[config.mk]
export PLATFORM = sky130hd
export DESIGN_NAME = rns_coeff_streamer
export DESIGN_NICKNAME = d
export VERILOG_FILES = /design/src/rtl/rns_coeff_streamer.sv
export SDC_FILE = /design/constraint.sdc
export NUM_CORES = 1
export LEC_CHECK = 0
export BUFFER_PORTS_ARGS = -buffer_cell sky130_fd_sc_hd__buf_2
export CAP_MARGIN = 5
export CORE_UTILIZATION = 50
export DETAILED_ROUTE_END_ITERATION = 8
export PLACE_DENSITY = 0.81
export SLEW_MARGIN = 20
export SYNTH_ARGS = -nofsm -noshare
export SYNTH_HDL_FRONTEND = slang
export SYNTH_SLANG_ARGS = --single-unit
export TNS_END_PERCENT = 20
[constraint.sdc]
create_clock -name clk -period 3.3 [get_ports clk]
set_clock_uncertainty 0.1 [all_clocks]
set_input_delay 0.33 -clock clk [delete_from_list [all_inputs] [get_ports clk]]
set_output_delay 0.33 -clock clk [all_outputs]
set_load 0.05 [all_outputs]
[src/rtl/rns_coeff_streamer.sv]
// rns_coeff_streamer: reads one polynomial of RNS residues out of the message
// BRAM in address order and streams it to the host DMA over AXI-Stream.
// A credit-checked prefetch FIFO covers the BRAM read latency, so the block
// keeps up one coefficient per cycle while tready stays high.
module rns_coeff_streamer #(
    parameter int LOGN        = 15,
    parameter int LOGQ        = 54,
    parameter int BRAM_RD_LAT = 2,
    parameter int FIFO_DEPTH  = 4
) (
    input  logic            clk,
    input  logic            rst_n,
    input  logic            start,
    input  logic [1:0]      current_n,
    output logic [LOGN-1:0] bram_rd_addr,
    output logic            bram_rd_en,
    input  logic [LOGQ-1:0] bram_rd_data,
    output logic [63:0]     m_axis_tdata,
    output logic            m_axis_tvalid,
    input  logic            m_axis_tready,
    output logic            m_axis_tlast,
    output logic            busy,
    output logic            done
);

    localparam int PW  = (FIFO_DEPTH > 1) ? $clog2(FIFO_DEPTH) : 1;
    localparam int CW  = $clog2(FIFO_DEPTH + 1);
    localparam int IFW = $clog2(BRAM_RD_LAT + 1);
    localparam int OW  = CW + 1;

    typedef enum logic [1:0] {
        IDLE   = 2'd0,
        STREAM = 2'd1,
        FLUSH  = 2'd2
    } state_t;

    state_t state, state_nxt;

    logic [LOGN-1:0]        last_idx;
    logic [LOGN-1:0]        rd_ptr;
    logic [LOGN-1:0]        last_addr;
    logic [LOGN-1:0]        beat_cnt;
    logic [BRAM_RD_LAT-1:0] vld_pipe;
    logic [LOGQ-1:0]        fifo_mem [FIFO_DEPTH];
    logic [PW-1:0]          wr_idx;
    logic [PW-1:0]          rd_idx;
    logic [CW-1:0]          fifo_count;
    logic [IFW-1:0]         in_flight;
    logic [OW-1:0]          occupancy;
    logic [1:0]             n_eff;
    logic                   credit_ok;
    logic                   issue;
    logic                   push;
    logic                   pop;
    logic                   fire_last;
    logic                   accept_start;

    // Size select 3 aliases to the largest polynomial.
    assign n_eff        = (current_n == 2'd3) ? 2'd2 : current_n;
    assign accept_start = (state == IDLE) && start;

    // Reads still travelling through the BRAM pipeline.
    always_comb begin
        in_flight = '0;
        for (int i = 0; i < BRAM_RD_LAT; i++) begin
            in_flight = in_flight + IFW'(vld_pipe[i]);
        end
    end

    // Every outstanding read already owns a FIFO slot, so a push can never
    // find the FIFO full. A pop in the same cycle is not counted as credit;
    // steady-state occupancy stays low enough to issue every cycle anyway.
    assign occupancy = OW'(in_flight) + OW'(fifo_count);
    assign credit_ok = occupancy < OW'(FIFO_DEPTH);

    assign push      = vld_pipe[BRAM_RD_LAT-1];
    assign pop       = m_axis_tvalid && m_axis_tready;
    assign fire_last = pop && m_axis_tlast;

    // Next-state and read-issue decode.
    always_comb begin
        state_nxt = state;
        issue     = 1'b0;
        case (state)
            IDLE: begin
                if (start) state_nxt = STREAM;
            end
            STREAM: begin
                if (credit_ok) begin
                    issue = 1'b1;
                    if (rd_ptr == last_idx) state_nxt = FLUSH;
                end
            end
            FLUSH: begin
                if (fire_last) state_nxt = IDLE;
            end
            default: state_nxt = IDLE;
        endcase
    end

    // State register.
    always_ff @(posedge clk or negedge rst_n) begin
        if (!rst_n) state <= IDLE;
        else        state <= state_nxt;
    end

    // Read pointer, polynomial length and last issued address.
    always_ff @(posedge clk or negedge rst_n) begin
        if (!rst_n) begin
            rd_ptr    <= '0;
            last_idx  <= '0;
            last_addr <= '0;
        end else if (accept_start) begin
            rd_ptr   <= '0;
            last_idx <= LOGN'((32'd1 << (32'd13 + 32'(n_eff))) - 32'd1);
        end else if (issue) begin
            rd_ptr    <= rd_ptr + LOGN'(1);
            last_addr <= rd_ptr;
        end
    end

    // Valid shift register mirroring the BRAM read pipeline; clearing it on
    // reset drops any data still in flight from an aborted stream.
    always_ff @(posedge clk or negedge rst_n) begin
        if (!rst_n) begin
            vld_pipe <= '0;
        end else begin
            vld_pipe[0] <= issue;
            for (int i = 1; i < BRAM_RD_LAT; i++) begin
                vld_pipe[i] <= vld_pipe[i-1];
            end
        end
    end

    // FIFO storage; contents are don't-care while the count says empty.
    always_ff @(posedge clk) begin
        if (push) fifo_mem[wr_idx] <= bram_rd_data;
    end

    // FIFO pointers and occupancy; push and pop together leave the count as is.
    always_ff @(posedge clk or negedge rst_n) begin
        if (!rst_n) begin
            wr_idx     <= '0;
            rd_idx     <= '0;
            fifo_count <= '0;
        end else begin
            if (push) wr_idx <= wr_idx + PW'(1);
            if (pop)  rd_idx <= rd_idx + PW'(1);
            case ({push, pop})
                2'b10:   fifo_count <= fifo_count + CW'(1);
                2'b01:   fifo_count <= fifo_count - CW'(1);
                default: fifo_count <= fifo_count;
            endcase
        end
    end

    // Output beat counter used to place tlast.
    always_ff @(posedge clk or negedge rst_n) begin
        if (!rst_n)            beat_cnt <= '0;
        else if (accept_start) beat_cnt <= '0;
        else if (pop)          beat_cnt <= beat_cnt + LOGN'(1);
    end

    // Completion pulse in the cycle after the final handshake.
    always_ff @(posedge clk or negedge rst_n) begin
        if (!rst_n) done <= 1'b0;
        else        done <= fire_last;
    end

    assign bram_rd_en    = issue;
    assign bram_rd_addr  = issue ? rd_ptr : last_addr;
    assign m_axis_tvalid = (fifo_count != '0);
    assign m_axis_tlast  = m_axis_tvalid && (beat_cnt == last_idx);
    assign m_axis_tdata  = m_axis_tvalid ? {{(64-LOGQ){1'b0}}, fifo_mem[rd_idx]} : 64'd0;
    assign busy          = (state != IDLE);

endmodule

==> metrics.md, run 1 <==
| Metric | Value |
|---|---|
| First-pass GRT wire length | `35,900 um` |
| # fillers | `1,724` |
| DPL Wire Length | `13,900 um` |
| Hold Violations, Final | `0` |
| Die area | `24,400 um^2` |
| Yosys cell types | `36` |
| XOR/XNOR Fraction of Synth Area | `4.49%` |
| Lkg Pwr | `5.48 nW` |
| Starting Density | `50.8%` |
| TritonCTS clock tree | `done` |
| CTS Hold Buffers Added | `58` |
| Vias | `6,505` |
| CP required | `2.87 ns` |
| Largest family of logic cells by synthesized area | `multiplexers` |
| Tmin final | `3.14 ns` |
| Max cap viols | `0` |
| Root buffer selected by CTS | `clkbuf_16` |
| Final setup fails | `0` |
| Total Wirelength | `22,800 um` |
| First-pass detailed-route iteration total | `4` |
| Most frequent cells in the layout | `edfxtp_1, buf_2, dfrtp_1, dlygate4sd3_1` |
| Max-slew violations | `0` |
| Longest Clk Path Bufs | `3` |
| Worst path arrival time | `2.71 ns` |
| Die Width | `156 um` |
| Wire per inst | `18.2 um` |
| Leading area contributor after synthesis | `edfxtp_1` |
| I/O Buffers | `133` |
| Initial antenna violation count | `2` |
| Share of the synthesized area in the top cell type | `54.6%` |
| Synth Area in Adders | `1.22%` |
| Mean Syn Cell Area | `16.9 um^2` |
| Multiplexer share of the synthesized area | `13.2%` |
| FP Rows | `56` |
| Reg-to-reg slack, setup | `0.83 ns` |
| Largest net degree at the start of global routing | `56` |
| Synthesized flop and latch total | `288` |
| Post-Syn Area | `11,900 um^2` |
| Worst Hold Class | `in -> reg` |
| CP Capture Type | `output pin` |
| Crit Path Max Fanout | `36` |
| Fin Setup TNS | `0 ns` |
| Sequential share of the synthesized area | `69.7%` |
| Clock Pin Slew Worst Setup and Hold Paths | `0.06 ns` |
| GRT Overall Usage | `19.1%` |
| Synth area leaders | `edfxtp_1, dfrtp_1, mux4_2` |
| Async SR Flop Fraction | `25.0%` |
| Clk_lat worst skew | `0.53 ns` |
| CTS Buf Count | `29` |
| Maximum vdd ir drop | `0.735 mV` |
| FMAX | `318 MHz` |
| Chip height | `156 um` |
| CTS sink cnt | `288` |
| Setup repair bufs after CTS | `0` |
| Critical Setup Path Class | `reg -> out` |
| Post-DRT Antenna Nets | `0` |
| Core Footprint | `23,400 um^2` |
| Compound-Gate Fraction of Synth Area | `1.00%` |
| Period utilization | `95.3%` |
| Status | `complete, no violations` |
| Post-synth EDFFs | `216` |
| I/O pin count | `144` |
| Post-Synthesis Cells | `702` |
| Synth Area in Simple Gates | `8.10%` |
| Unrepaired setup endpoints after global routing | `no` |
| Layout cells sized above 1 | `30.3%` |
| Post-CTS sizing | `0` |
| Top_reg_cell synth | `edfxtp_1` |
| Remaining DRCs | `0` |
| Yosys synthesis warning count | `0` |
| DRT iter0 DRCs | `348` |
| Rel. slew slack | `47.6%` |
| Max H-tree Level | `1` |
| Final #Nets | `982` |
| Leading cell type in the layout, fill and taps excluded | `edfxtp_1` |
| Final GP Congestion | `0.800` |
| Pwr Total | `15.0 mW` |
| Pwr dens | `1040 nW/um^2` |
| Area Overhead vs Synth | `21.4%` |
| Vias in the first global route | `6,684` |
| Worst-margin pin slew | `0.785 ns` |
| CP startpoint kind | `register` |
| Via/cell ratio | `5.20` |
| Global route overflow | `0` |
routing by layer:
layer / part of all wire (%) / track usage (%)
met4: 1.7 / 5.04
met3: 6.0 / 3.61
met2: 50 / 32.5
met1: 42 / 25.4
met5: 0 / 0
state kept, by name, summed over array words and instances, names as in the netlist:
signal,flops
state,2
last_idx,15
fifo_mem,216
rd_ptr,15
rd_idx,2
vld_pipe,2
beat_cnt,15
wr_idx,2
fifo_count,3
done,1
last_addr,15
Yosys cell counts (11+ instances only):
cell type,n
buf_2,11
clkbuf_1,22
dfrtp_1,72
edfxtp_1,216
inv_1,11
mux2_2,30
mux4_2,54
nand2_1,32
nand3_1,14
nand4_1,12
nor2_1,33
nor2b_1,54
xnor2_1,23
xor2_1,38
through the flow:
step | area [um^2] | hold slack [ns] | setup WS (ns) | cells | util, %
after floorplan | 11900 | -0.0656 | 0.668 | 714 | -
after global placement | 13000 | 0.266 | 0.732 | 1141 | 55.6
after detailed placement | 13000 | 0.280 | 0.704 | 1141 | 55.6
after CTS | 14400 | 0.218 | 0.141 | 1249 | 61.7
after global routing | 14400 | 0.269 | 0.00816 | 1251 | 61.7
final | 14400 | 0.232 | 0.156 | 1251 | 61.7
final timing paths:
check | start | to | depth (start not counted)
worst max-delay path | fifo_count[0] | bram_rd_addr[14] | 6
worst min-delay path | start | state[1] | 5
worst max register to register | fifo_count[0] | rd_ptr[14] | 8
worst min register to register | vld_pipe[0] | vld_pipe[1] | 0
max in group asynchronous | rst_n | last_idx[0] | 3
min in group asynchronous | rst_n | rd_ptr[9] | 2
worst max-delay path, cell delays in order, from the launching register on:
cell and delay, ns:
dfrtp_1 0.44, ha_1 0.30, a21o_1 0.22, a211oi_4 0.22, buf_4 0.40, mux2_2 0.38, buf_2 0.21
where the power goes:
part / internal, mW / total [mW] / leakage, nW / switching, mW
sequential: 4.86 / 5.43 / 2.85 / 0.567
combinational: 2.27 / 6.66 / 2.22 / 4.39
clock: 1.65 / 2.91 / 0.406 / 1.26
total: 8.78 / 15.0 / 5.48 / 6.21
cell families (layout without fill, tap and decap cells):
| group | after synthesis | in the layout |
|---|---|---|
| mux | 86 | 86 |
| other cells | 2 | 16 |
| buf+inv | 55 | 271 |
| flops | 288 | 288 |
| xor+xnor | 61 | 61 |
| fa+ha+maj | 11 | 11 |
| simple gates | 182 | 182 |
| compound gates | 17 | 17 |
area by class of cell:
cell class	instances	area, um^2	area share, %
inverters	11	41.3	0.286
multi-input cells	371	3400	23.5
repair buffers	210	1460	10.1
clock buffers	41	791	5.48
clock inverters	9	42.5	0.295
flip-flops and latches	288	8290	57.5
diodes	2	5.00	0.0347
well taps	319	399	2.77
Note: power is estimated with default switching activity, not from simulation.
==> inputs of run 2 (changes only) <==
--- a/config.mk
+++ b/config.mk
@@ -10,6 +10,7 @@
 export CORE_UTILIZATION = 50
 export DETAILED_ROUTE_END_ITERATION = 8
 export PLACE_DENSITY = 0.81
+export RECOVER_POWER = 50
 export SLEW_MARGIN = 20
 export SYNTH_ARGS = -nofsm -noshare
 export SYNTH_HDL_FRONTEND = slang
==> constraint.sdc (replaced) <==
create_clock -name clk -period 3.3 [get_ports clk]
set_clock_uncertainty 0.1 [all_clocks]
set_input_delay 0.33 -clock clk [delete_from_list [all_inputs] [get_ports clk]]
set_output_delay 0.33 -clock clk [all_outputs]
set_load 0.005 [all_outputs]
==> run 2 against run 1 <==
The run now ends with max-capacitance violations, max-slew violations left. Via count is 1.9% higher. Cell area grew 0.36%. Power decreased by 13%. First-iteration DRC count increased by 9.5%. Cell count rose by 0.16%. Combinational power decreased by 38%. Register-to-register slack worse by 0.14 ns. Critical path depth unchanged. Worst setup slack better by 0.023 ns. Sequential share of layout area is 0.20 points lower. Clock power up 15%. Largest cell class unchanged. Highest routed layer unchanged.
==> metrics.md, run 2 (same netlist as run 1, synthesis figures left out) <==
| Metric | Value |
|---|---|
| Status | `finished, violations left` |
| Failing checks | `max-capacitance violations, max-slew violations` |
| Via/cell ratio | `5.29` |
| Max-slew violations | `49` |
| Final #Nets | `981` |
| Initial antenna violation count | `1` |
| Die Width | `156 um` |
| Maximum vdd ir drop | `0.597 mV` |
| Critical R2R Capture | `fifo_mem[3][18]` |
| CTS Buf Count | `30` |
| Sw frac | `30.0%` |
| Unrepaired setup endpoints after global routing | `no` |
| Switching pwr | `3.90 mW` |
| Clk_lat worst skew | `0.54 ns` |
| I/O pin count | `144` |
| Global route overflow | `0` |
| FMAX | `320 MHz` |
| Starting Density | `50.8%` |
| Hold Violations, Final | `0` |
| Cell Area, Placed | `13,000 um^2` |
| Largest net degree at the start of global routing | `57` |
| Worst-margin pin slew | `1.59 ns` |
| Fin Setup TNS | `0 ns` |
| Die area | `24,400 um^2` |
| Area Overhead vs Synth | `21.8%` |
| Post-DRT Antenna Nets | `0` |
| FP Rows | `56` |
| Int Pwr | `9.11 mW` |
| Combinational share of power | `31.9%` |
| CTS Hold Buffers Added | `58` |
| Remaining DRCs | `0` |
| Worst hold path startpoint | `start` |
| Worst Hold Class | `in -> reg` |
| First-pass detailed-route iteration total | `8` |
| First-pass GRT wire length | `36,600 um` |
| Clock power share | `25.8%` |
| Wire per inst | `18.5 um` |
| Max cap viols | `2` |
| GRT Overall Usage | `19.6%` |
| Hold Path Sink | `state[1]` |
| Clock Pin Slew Worst Setup and Hold Paths | `0.06 ns` |
| Tmin final | `3.12 ns` |
| Worst path arrival time | `2.69 ns` |
| Largest reg by FF count | `fifo_mem` |
| Final setup fails | `0` |
| Vias in the first global route | `6,727` |
| Pwr dens | `898 nW/um^2` |
| DRT iter0 DRCs | `381` |
| Chip height | `156 um` |
| DPL Wire Length | `13,800 um` |
| Leading cell type in the layout, fill and taps excluded | `edfxtp_1` |
| R2R depth | `3` |
| Reg2Reg Launch Point | `wr_idx[0]` |
| TritonCTS clock tree | `done` |
| Hold path depth | `5` |
| Critical Setup Path Class | `reg -> out` |
| CP Capture Type | `output pin` |
| Longest Clk Path Bufs | `3` |
| Layout cells sized above 1 | `24.5%` |
| Max reg flops | `216` |
| CP required | `2.87 ns` |
| Max H-tree Level | `1` |
| Root buffer selected by CTS | `clkbuf_16` |
| Reg-to-reg slack, setup | `0.69 ns` |
| Core Footprint | `23,400 um^2` |
| Setup repair bufs after CTS | `0` |
| Design Area, Final | `14,500 um^2` |
| Final hold slack | `0.268 ns` |
| Final GP Congestion | `0.788` |
| Vias | `6,627` |
| Seq pwr share | `42.3%` |
| CP startpoint kind | `register` |
| Period utilization | `94.6%` |
| Total Wirelength | `23,100 um` |
| Rel. slew slack | `-6.31%` |
| Crit Path Max Fanout | `40` |
| I/O Buffers | `133` |
| CTS sink cnt | `288` |
| Post-CTS sizing | `0` |
| Most frequent cells in the layout | `edfxtp_1, buf_2, dfrtp_1, clkbuf_1, dlygate4sd3_1` |
| Lkg Pwr | `5.37 nW` |
## run 2: cell count changes in the layout (fill, tap and decap cells not counted), moves of 4 or more
cell and delta:
bufinv_16 +4, buf_4 -5, clkbuf_1 +54, clkinv_4 +4
buf_2 -56
## run 2: worst max-delay path, stage by stage, from the launching register on
cell and delay, ns:
dfrtp_1 0.44, ha_1 0.29, a21o_1 0.22, a211oi_4 0.24, buf_4 0.43, mux2_2 0.39, buf_2 0.12
## run 2: how the worst max path moves through the flow
stage | slack (ns) | startpoint | end
after floorplan | 0.88 | wr_idx[0] | fifo_mem[2][0]
after global placement | 0.78 | fifo_count[0] | bram_rd_addr[12]
after detailed placement | 0.71 | fifo_count[0] | bram_rd_addr[9]
after CTS | 0.11 | fifo_count[0] | bram_rd_addr[9]
after global routing | 0.04 | fifo_count[0] | bram_rd_addr[3]
final | 0.18 | fifo_count[0] | bram_rd_addr[12]
## run 2: cell type report
cell class              count  area [um^2]
inverters                  11         41.3
clock inverters            18          205
repair buffers            208         1350
clock buffers              37          798
well taps                 319          399
fillers                  1731         8920
flip-flops and latches    288         8290
diodes                      1         2.50
multi-input cells         371         3390
## run 2: through the flow
stage / utilization [%] / setup WS, ns / std cells / total power, mW
after floorplan: - / 0.881 / 714 / 8.14
after global placement: 55.5 / 0.784 / 1139 / 9.59
after detailed placement: 55.5 / 0.711 / 1139 / 9.72
after CTS: 62.3 / 0.111 / 1252 / 13.2
after global routing: 61.9 / 0.0364 / 1253 / 13.7
final: 61.9 / 0.179 / 1253 / 13.0
## run 2: metal layers
metal  vias to the layer above  routed length, um  GRT usage [%]
met4                         0                326           4.48
met5                         -                  0              0
li1                       3017                  -              -
met3                        28               1190           3.42
met1                      3397               9930           26.2
met2                       185              11700           33.5
## run 2: power groups by stage
| stage | Clock (mW) | Sequential (mW) | Combinational [mW] |
|---|---|---|---|
| floorplan | 0 | 5.23 | 2.91 |
| global placement | 0 | 5.54 | 4.05 |
| detailed placement | 0 | 5.59 | 4.13 |
| CTS | 3.43 | 5.52 | 4.22 |
| global route | 3.58 | 5.62 | 4.54 |
| finish | 3.35 | 5.51 | 4.15 |
==> inputs of run 3 (changes only) <==
--- a/config.mk
+++ b/config.mk
@@ -9,8 +9,9 @@
 export CAP_MARGIN = 5
 export CORE_UTILIZATION = 50
 export DETAILED_ROUTE_END_ITERATION = 8
-export PLACE_DENSITY = 0.81
+export PLACE_DENSITY = 0.73
 export RECOVER_POWER = 50
+export SKIP_LAST_GASP = 1
 export SLEW_MARGIN = 20
 export SYNTH_ARGS = -nofsm -noshare
 export SYNTH_HDL_FRONTEND = slang
==> run 3 against run 2 <==
The flow still finishes with violations (max-capacitance violations, max-slew violations). Worst setup slack improved by 0.13 ns. Worst hold slack got worse by 0.034 ns. Cell area barely moved. Register-to-register slack improved by 0.08 ns. Critical endpoint is now bram_rd_addr[0].
==> metrics.md, run 3 (same netlist as run 1, synthesis figures left out) <==
| Metric | Value |
|---|---|
| Max H-tree Level | `1` |
| Hold Violations, Final | `0` |
| Final #Nets | `979` |
| Worst Hold Class | `in -> reg` |
| Total Wirelength | `21,600 um` |
| CP Capture Type | `output pin` |
| Via/cell ratio | `5.20` |
| CTS sink cnt | `288` |
| Global route overflow | `0` |
| Post-CTS sizing | `0` |
| Worst path arrival time | `2.56 ns` |
| First-pass detailed-route iteration total | `5` |
| Antenna fix cells | `0` |
| Wire per inst | `17.3 um` |
| Rel. slew slack | `-8.02%` |
| FP Rows | `56` |
| DPL Wire Length | `13,200 um` |
| Critical Setup Path Class | `reg -> out` |
| Clk_lat worst skew | `0.54 ns` |
| Period utilization | `90.5%` |
| Hold path depth | `5` |
| Tmin final | `2.99 ns` |
| CP required | `2.87 ns` |
| Failing checks | `max-capacitance violations, max-slew violations` |
| TritonCTS clock tree | `done` |
| Int Pwr | `9.14 mW` |
| Final core occ | `61.9%` |
| Pwr dens | `893 nW/um^2` |
| Met1 usage | `25.1%` |
| Switching pwr | `3.81 mW` |
| R2R depth | `4` |
| Starting Density | `50.8%` |
| Final GP Congestion | `0.714` |
| Combinational share of power | `32.1%` |
| Clock Pin Slew Worst Setup and Hold Paths | `0.06 ns` |
| Largest net degree at the start of global routing | `57` |
| Max-slew violations | `31` |
| Crit Path Max Fanout | `45` |
| Largest reg by FF count | `fifo_mem` |
| CP startpoint kind | `register` |
| Pwr Total | `12.9 mW` |
| I/O pin count | `144` |
| Longest Clk Path Bufs | `3` |
| Met3 usage | `2.86%` |
| Worst hold path startpoint | `start` |
| Clock power share | `26.1%` |
| Grt met2 use | `30.5%` |
| Max cap viols | `1` |
| Reg2Reg Launch Point | `wr_idx[1]` |
| Unrepaired setup endpoints after global routing | `no` |
| DRT iter0 DRCs | `356` |
| Core Footprint | `23,400 um^2` |
| Fin Setup TNS | `0 ns` |
| Final setup fails | `0` |
| Vias in the first global route | `6,534` |
| Vias | `6,497` |
| Status | `finished, violations left` |
| Remaining DRCs | `0` |
| CTS Buf Count | `30` |
| Hold Path Sink | `state[1]` |
| Most frequent cells in the layout | `edfxtp_1, buf_2, dfrtp_1, clkbuf_1, dlygate4sd3_1` |
| Root buffer selected by CTS | `clkbuf_16` |
| Die area | `24,400 um^2` |
| Post-DRT Antenna Nets | `0` |
| Lkg Pwr | `5.38 nW` |
| Initial antenna violation count | `0` |
| Critical R2R Capture | `fifo_mem[1][29]` |
| Die Width | `156 um` |
| Sw frac | `29.4%` |
| Worst-margin pin slew | `1.62 ns` |
| Max reg flops | `216` |
| I/O Buffers | `133` |
| Leading cell type in the layout, fill and taps excluded | `edfxtp_1` |
| FMAX | `335 MHz` |
| Most used routing layer | `met2` |
| Reg-to-reg slack, setup | `0.77 ns` |
| Maximum vdd ir drop | `0.447 mV` |
| First-pass GRT wire length | `34,400 um` |
| Chip height | `156 um` |
| Final hold slack | `0.235 ns` |
| GRT Overall Usage | `18.3%` |
| Seq pwr share | `41.8%` |
| Layout cells sized above 1 | `24.6%` |
| Area Overhead vs Synth | `21.9%` |
run 3: changes by cell type in the layout (fill, tap and decap cells not counted), sizes merged:
cell / before / now
clkbuf: 97 / 94
buf: 90 / 91
bufinv: 4 / 5
clkinvlp: 3 / 2
diode: 1 / 0
run 3: power by group through the flow:
stage / Clock [mW] / Combinational (mW) / Sequential [mW]
after floorplan: 0 / 2.91 / 5.23
after global placement: 0 / 4.13 / 5.46
after detailed placement: 0 / 4.16 / 5.50
after CTS: 3.45 / 4.24 / 5.43
after global routing: 3.59 / 4.60 / 5.52
final: 3.38 / 4.15 / 5.42
run 3: routing by layer:
layer / vias to the layer above / routed length, um
li1: 3008 / -
met1: 3288 / 9540
met2: 162 / 10500
met3: 39 / 1020
met4: 0 / 486
met5: - / 0
run 3: how the worst max path moves through the flow:
stage	start	end	slack, ns	depth (start not counted)
finish	fifo_count[0]	bram_rd_addr[0]	0.31	6
global route	rst_n	last_idx[3]	0.19	3
detailed placement	fifo_count[0]	bram_rd_addr[9]	0.86	6
CTS	fifo_count[0]	bram_rd_addr[0]	0.28	6
floorplan	wr_idx[0]	fifo_mem[2][0]	0.88	3
global placement	fifo_count[0]	bram_rd_addr[6]	0.89	6
run 3: repair_timing:
action                                  CTS  global route
hold buffers                             58             0
hold endpoints to repair                248             0
setup buffers                             0             0
endpoints found under the setup margin    0             0
run 3: layout make-up:
| type | instances | area, um^2 |
|---|---|---|
| fill | 1744 | 8910 |
| sequential | 288 | 8290 |
| multi-input combinational | 371 | 3400 |
| timing repair buffer | 206 | 1360 |
| clock buffer | 37 | 777 |
| tap | 319 | 399 |
| clock inverter | 18 | 226 |
| inverter | 11 | 41.3 |
run 3: stage by stage:
stage / std cells / worst slack, ns / cell area (um^2)
2_1_floorplan: 714 / 0.881 / 11900
3_3_place_gp: 1137 / 0.895 / 13000
3_5_place_dp: 1137 / 0.861 / 13000
4_1_cts: 1250 / 0.276 / 14600
5_1_grt: 1250 / 0.187 / 14500
6_report: 1250 / 0.312 / 14500
run 3: worst max-delay path: stages, from the launching register on:
cell      delay (ns)
dfrtp_1         0.44
ha_1            0.30
a21o_1          0.21
a211oi_4        0.30
buf_12          0.27
mux2_2          0.36
buf_2           0.12
